## src/rtl/imem_arbiter.sv

```systemverilog
// imem_arbiter: two-master round-robin arbiter in front of the single
// synchronous program-memory port. Master 0 is core instruction fetch
// (read-only), master 1 is the loader/debug port, which may lock the port
// for bursts. Accept at edge T -> memory command in cycle T+1 -> read data
// and rvalid to the issuing master in cycle T+2.
module imem_arbiter #(
    parameter int unsigned ADDR_W = 32,
    parameter int unsigned DATA_W = 32
) (
    input  logic              clk,
    input  logic              rst,

    input  logic              m0_req_i,
    input  logic [ADDR_W-1:0] m0_addr_i,
    output logic              m0_gnt_o,
    output logic              m0_rvalid_o,
    output logic [DATA_W-1:0] m0_rdata_o,

    input  logic              m1_req_i,
    input  logic              m1_we_i,
    input  logic [ADDR_W-1:0] m1_addr_i,
    input  logic [DATA_W-1:0] m1_wdata_i,
    input  logic              m1_lock_i,
    output logic              m1_gnt_o,
    output logic              m1_rvalid_o,
    output logic [DATA_W-1:0] m1_rdata_o,

    output logic              mem_en_o,
    output logic              mem_we_o,
    output logic [ADDR_W-1:0] mem_addr_o,
    output logic [DATA_W-1:0] mem_wdata_o,
    input  logic [DATA_W-1:0] mem_rdata_i
);

    typedef enum logic {
        ST_UNLOCKED = 1'b0,
        ST_LOCKED   = 1'b1
    } lock_state_e;

    // Master identifiers used by the round-robin pointer and pending tag
    localparam logic ID_M0 = 1'b0;
    localparam logic ID_M1 = 1'b1;

    lock_state_e       state_q, state_d;
    logic              last_q, last_d;

    logic              mem_en_q, mem_en_d;
    logic              mem_we_q, mem_we_d;
    logic [ADDR_W-1:0] mem_addr_q, mem_addr_d;
    logic [DATA_W-1:0] mem_wdata_q, mem_wdata_d;

    logic              pend_vld_q, pend_vld_d;
    logic              pend_id_q, pend_id_d;
    logic              m0_rvalid_q, m0_rvalid_d;
    logic              m1_rvalid_q, m1_rvalid_d;

    logic              m0_gnt_c;
    logic              m1_gnt_c;
    logic              m0_acc_c;
    logic              m1_acc_c;

    // Grants, lock FSM next state and round-robin pointer update
    always_comb begin
        m0_gnt_c = 1'b0;
        m1_gnt_c = 1'b0;
        m0_acc_c = 1'b0;
        m1_acc_c = 1'b0;
        state_d  = state_q;
        last_d   = last_q;

        if (rst) begin
            if (state_q == ST_LOCKED) begin
                // Loader owns the port; fetch is stalled
                m1_gnt_c = m1_req_i;
            end else if (m0_req_i && m1_req_i) begin
                // Tie goes to whichever master was not granted last
                if (last_q == ID_M1) begin
                    m0_gnt_c = 1'b1;
                end else begin
                    m1_gnt_c = 1'b1;
                end
            end else begin
                m0_gnt_c = m0_req_i;
                m1_gnt_c = m1_req_i;
            end
        end

        m0_acc_c = m0_req_i & m0_gnt_c;
        m1_acc_c = m1_req_i & m1_gnt_c;

        if (m0_acc_c) begin
            last_d = ID_M0;
        end else if (m1_acc_c) begin
            last_d = ID_M1;
        end

        case (state_q)
            ST_UNLOCKED: begin
                if (m1_acc_c && m1_lock_i) begin
                    state_d = ST_LOCKED;
                end
            end
            ST_LOCKED: begin
                // Release takes effect from the next cycle
                if (!m1_lock_i) begin
                    state_d = ST_UNLOCKED;
                end
            end
            default: begin
                state_d = ST_UNLOCKED;
            end
        endcase
    end

    // Memory command for the accepted master; addr/wdata hold when idle
    always_comb begin
        mem_en_d    = 1'b0;
        mem_we_d    = 1'b0;
        mem_addr_d  = mem_addr_q;
        mem_wdata_d = mem_wdata_q;

        if (m0_acc_c) begin
            mem_en_d    = 1'b1;
            mem_we_d    = 1'b0;
            mem_addr_d  = m0_addr_i;
            mem_wdata_d = DATA_W'(0);
        end else if (m1_acc_c) begin
            mem_en_d    = 1'b1;
            mem_we_d    = m1_we_i;
            mem_addr_d  = m1_addr_i;
            mem_wdata_d = m1_wdata_i;
        end
    end

    // Pending read tag travels with the command, then becomes rvalid
    always_comb begin
        pend_vld_d  = 1'b0;
        pend_id_d   = pend_id_q;
        m0_rvalid_d = 1'b0;
        m1_rvalid_d = 1'b0;

        if (m0_acc_c) begin
            pend_vld_d = 1'b1;
            pend_id_d  = ID_M0;
        end else if (m1_acc_c) begin
            pend_vld_d = ~m1_we_i;
            pend_id_d  = ID_M1;
        end

        m0_rvalid_d = pend_vld_q & (pend_id_q == ID_M0);
        m1_rvalid_d = pend_vld_q & (pend_id_q == ID_M1);
    end

    // State and output registers with synchronous active-low reset
    always_ff @(posedge clk) begin
        if (!rst) begin
            state_q     <= ST_UNLOCKED;
            last_q      <= ID_M1;
            mem_en_q    <= 1'b0;
            mem_we_q    <= 1'b0;
            mem_addr_q  <= ADDR_W'(0);
            mem_wdata_q <= DATA_W'(0);
            pend_vld_q  <= 1'b0;
            pend_id_q   <= ID_M0;
            m0_rvalid_q <= 1'b0;
            m1_rvalid_q <= 1'b0;
        end else begin
            state_q     <= state_d;
            last_q      <= last_d;
            mem_en_q    <= mem_en_d;
            mem_we_q    <= mem_we_d;
            mem_addr_q  <= mem_addr_d;
            mem_wdata_q <= mem_wdata_d;
            pend_vld_q  <= pend_vld_d;
            pend_id_q   <= pend_id_d;
            m0_rvalid_q <= m0_rvalid_d;
            m1_rvalid_q <= m1_rvalid_d;
        end
    end

    assign m0_gnt_o    = m0_gnt_c;
    assign m1_gnt_o    = m1_gnt_c;
    assign m0_rvalid_o = m0_rvalid_q;
    assign m1_rvalid_o = m1_rvalid_q;
    assign m0_rdata_o  = mem_rdata_i;
    assign m1_rdata_o  = mem_rdata_i;
    assign mem_en_o    = mem_en_q;
    assign mem_we_o    = mem_we_q;
    assign mem_addr_o  = mem_addr_q;
    assign mem_wdata_o = mem_wdata_q;

endmodule

```

## config.mk

```make
export PLATFORM = sky130hd
export DESIGN_NAME = imem_arbiter
export DESIGN_NICKNAME = d
export VERILOG_FILES = /design/src/rtl/imem_arbiter.sv
export SDC_FILE = /design/constraint.sdc
export NUM_CORES = 1
export LEC_CHECK = 0
export CORE_MARGIN = 10
export CORE_UTILIZATION = 29
export CTS_BUF_LIST = sky130_fd_sc_hd__clkbuf_16
export CTS_CLUSTER_SIZE = 25
export DETAILED_ROUTE_END_ITERATION = 10
export PLACE_DENSITY_LB_ADDON = 0.1
export SYNTH_ARGS = -nofsm -noshare
export SYNTH_HDL_FRONTEND = slang
export SYNTH_SLANG_ARGS = --single-unit
```

## constraint.sdc

```tcl
create_clock -name clk -period 1.88 [get_ports clk]
set_clock_uncertainty 0.15 [all_clocks]
set_input_delay 0.564 -clock clk [delete_from_list [all_inputs] [get_ports clk]]
set_output_delay 0.564 -clock clk [all_outputs]
set_load 0.05 [all_outputs]
```

; Yosys cells after proc, flatten, opt, wreduce, memory -nomap -nowiden
; Index checks and enable logic that the tools add are counted.
[totals]
regBits = 72
latchBits = 0
ramBits = 0
mem_bits_ro = 0
in_bits = 134
out_inout_bits = 134
elab_cells = 43
memories = 0
[op_classes]
add_sub_neg = 0
multipliers = 0
div = 0
magnitude_cmp = 0
n_eq_ne = 0
n_shift = 0
muxes = 19
bitwise_logic = 9
reduce_logical = 5
[ops]
columns = op, count
row1 = $mux 32, 2
row2 = $mux 1, 16
row3 = $not 1->1, 5
row4 = $and 1x1->1, 4
row5 = $reduce_or 3->1, 1
row6 = $logic_and 1x1->1, 2
row7 = $pmux 1 s2, 1
row8 = $reduce_bool 2->1, 1
row9 = $reduce_or 2->1, 1

; Longest topological paths before layout
[logic_depth]
depth_word = 8
ltp_mapped = 6
mapped_depth_nobuf = 3

; Worst setup path before layout
; No wires, ideal clock.
[synth_path]
path_type = input to output
start = input port m0_req_i
end = output port m1_gnt_o
arrival_ns = 1.380
required_time_ns = 1.166
path_slack_ns = -0.214
path_stages = 3
path_buffers = 1
cell_sequence = nand3b_1 clkbuf_1 and2_1
[synth_via]
elab_chain_len = 4
[synth_lines]
columns = element, line_no
row1 = start: declaration, 13  ; input logic m0_req_i,
row2 = $logic_and 1x1->1, 75  ; end else if (m0_req_i && m1_req_i) begin
row3 = $mux 1, 75
row4 = $mux 1, 72  ; if (state_q == ST_LOCKED) begin
row5 = $mux 1, 71  ; if (rst) begin
row6 = end: declaration, 24  ; output logic m1_gnt_o,
; Every way passes these cells.

; Final worst setup path
[layout_path]
start = register last_q
end = output port m0_gnt_o
[layout_via]
elab_chain_len = 4
[layout_lines]
columns = element, line_no
row1 = start: declaration, 45  ; logic last_q, last_d;
row2 = start signal: assignment, 169  ; last_q <= last_d;
row3 = $mux 1, 77  ; if (last_q == ID_M1) begin
row4 = $mux 1, 75
row5 = $mux 1, 72
row6 = $mux 1, 71
row7 = end: declaration, 15  ; output logic m0_gnt_o,
; Every way passes these cells.

==> flow_metrics.env <==
export IMPL_status="finished, violations left"
export IMPL_violations="setup timing"
export IMPL_synth_flop_cell="dfxtp_1"
export IMPL_p_seq_frac=0.390
export IMPL_clkLatencyLatePin_ps=330
export IMPL_initial_core_util=0.298
export IMPL_vdd_drop_max_mv=0.559
export IMPL_final_max_slew_viol_count=0
export IMPL_antenna_left=0
export IMPL_synth_cells=346
export IMPL_n_antenna_cell=0
export IMPL_start_kind="flip-flop"
export IMPL_relSlewSlack=0.713
export IMPL_cts_tree="done"
export IMPL_required_ps=1170
export IMPL_drv_cap=0
export IMPL_via_per_inst=4.92
export IMPL_place_congestion=0.780
export IMPL_worstPathArrival_ps=1290
export IMPL_setup_worst_path_class="reg2out"
export IMPL_place_area_mm2=0.00532
export IMPL_switching_share=0.292
export IMPL_synth_most_common_cell="dfxtp_1"
export IMPL_overflow=0
export IMPL_p_leak_nw=2.49
export IMPL_syn2layout_area_growth_pct=73.2
export IMPL_ctsLongestPathBuffers=2
export IMPL_crit_slowest_cell="dfxtp_2"
export IMPL_rsz0062_at_grt="yes"
export IMPL_p_sw_mw=1.29
export IMPL_ys_top_cells_by_area="dfxtp_1, buf_4, a221o_1"
export IMPL_die_area_mm2=0.0158
export IMPL_numCtsBuffers=9
export IMPL_io_buffer_count=171
export IMPL_min_period_ps=2010
export IMPL_row_count=38
export IMPL_p_clk_frac=0.329
export IMPL_drive_gt1_frac=0.247
export IMPL_yosysSeqAreaShare=0.444
export IMPL_synthDistinctLibCells=26
export IMPL_layout_cells_non_filler=597
export IMPL_ys_ff_latch=72
export IMPL_max_freq_mhz=498
export IMPL_fin_hold_ws_ps=284
export IMPL_hold_class="reg2reg"
export IMPL_synth_top_cell_area_share=0.444
export IMPL_p_comb_frac=0.281
export IMPL_clock_sinks=72
export IMPL_die_w_um=126
export IMPL_setup_slack_ps=-128
export IMPL_setup_viol=2
export IMPL_synthArstFlopShare=0
export IMPL_powerDensity_mw_per_mm2=790
export IMPL_antenna_found_initial=0
export IMPL_num_vias=2935
export IMPL_route_detailed_drc=0
export IMPL_grt_max_degree=44
export IMPL_post_route_period_util=1.07
export IMPL_finalHoldViolations=0
export IMPL_syn_num_nets=480
export IMPL_power_internal_mw=3.14
export IMPL_synth_avg_cell_area_um2=9.37
export IMPL_wl_um=11600
export IMPL_grt_pass1_vias=3104
export IMPL_hpwl_um=8390
export IMPL_ys_warnings_count=0
export IMPL_coreArea_mm2=0.0109
export IMPL_endpoint_kind="output port"
export IMPL_tightest_slew_ps=431
export IMPL_drt_first_pass_iters=4
export IMPL_post_drt_wl_per_cell_um=19.4
export IMPL_critical_path_max_stage_delay_ps=330
export IMPL_ios=268
export IMPL_fin_nets=588
export IMPL_grt_first_pass_wirelength_um=18100
export IMPL_clk_pin_slew_worst_paths_ps=50
export IMPL_cp_max_fo=2
export IMPL_placedCellCount=577
export IMPL_root_buffer="clkbuf_16"
export IMPL_finalInstanceArea_mm2=0.00562
export IMPL_preCtsSetupSlack_ps=-537
export IMPL_syn_area_mm2=0.00324
export IMPL_synth_area_leader_cell="dfxtp_1"
export IMPL_htree_levels=3
export IMPL_die_y_um=126
export IMPL_groute_usage_overall=0.140
export IMPL_cp_cell_sequence="and2b_2 > nor3b_4 > buf_12"
export IMPL_synth_edff_count=0
export IMPL_synth_common_cells="dfxtp_1, buf_4, and3_1"
export IMPL_drt_iter0_drc=133
[cell type report]
type / count / area, um^2
fillers: 1003 / 5270
inverters: 2 / 7.51
clock buffers: 9 / 225
flip-flops and latches: 72 / 1440
well taps: 140 / 175
multi-input cells: 176 / 1140
clock inverters: 5 / 20.0
repair buffers: 193 / 2600
[power by group through the flow]
stage,clock network [mW],logic (mW),registers [mW]
after floorplan,0,0.594,2.03
after global placement,0,1.24,1.76
after detailed placement,0,1.24,1.76
after CTS,1.51,1.25,1.73
after global routing,1.57,1.30,1.74
final,1.46,1.25,1.73
[critical path: cells and delay by family, from the launching register on]
| family | cells | cell delay (ps) |
|---|---|---|
| and+or+nand+nor | 2 | 470 |
| DFF | 1 | 330 |
| buffers and inverters | 1 | 170 |
[placed cells by master (no fill, tap or decap), drive strengths merged]
cell type / count
clkdlybuf4s50: 98
buf: 95
dfxtp: 72
and3: 36
nand2: 33
a221o: 32
nand3: 31
nand4: 31
clkbuf: 9
inv: 5
and2: 2
clkinv: 2
and2b: 1
nand2b: 1
nor3b: 1
nand3b: 1
o211a: 1
o21ai: 1
a21boi: 1
a41o: 1
a21o: 1
o221a: 1
nor2: 1
[sequential cells by signal (all words and copies together), names as in the netlist]
signal and count:
last_q 1, m0_rvalid_o 1, m1_rvalid_o 1, mem_addr_o 32, mem_en_o 1, mem_wdata_o 32, mem_we_o 1, pend_id_q 1
pend_vld_q 1, state_q 1
[through the flow]
stage                     power [mW]  TNS [ps]   util
after floorplan                 2.63      -151      -
after global placement          2.99    -28290  0.489
after detailed placement        3.00    -28600  0.489
after CTS                       4.49      -183  0.514
after global routing            4.61      -353  0.516
final                           4.44      -246  0.516
[final timing paths]
kind / endpoint / slack (ps) / start / cells after the start
max: m0_gnt_o / -130 / last_q / 3
min: m0_rvalid_o / 280 / pend_id_q / 1
max reg2reg: mem_addr_o[2] / 70 / last_q / 8
min reg2reg: m0_rvalid_o / 280 / pend_id_q / 1
[layer usage]
metal	GRT usage	routed length [um]	share of wire	up-vias
met3	0.0919	1530	0.13	24
met2	0.206	4870	0.42	150
met1	0.166	5060	0.44	1356
met4	0.0342	129	0.011	0
met5	0	0	0	-
li1	-	-	-	1405
[logic make-up after synthesis]
group | share of synthesized area
AO/OA/AOI/OAI | 0.115
flip-flops | 0.444
buffers and inverters | 0.204
AND/OR/NAND/NOR | 0.236
[timing repair]
item,CTS,global route
gates resized for setup,18,2
setup buffers,4,2
hold endpoints to repair,0,0
endpoints found under the setup margin,57,2
hold buffers,0,0
pin swaps,3,2
No activity file was read; power rests on OpenSTA's default activity.
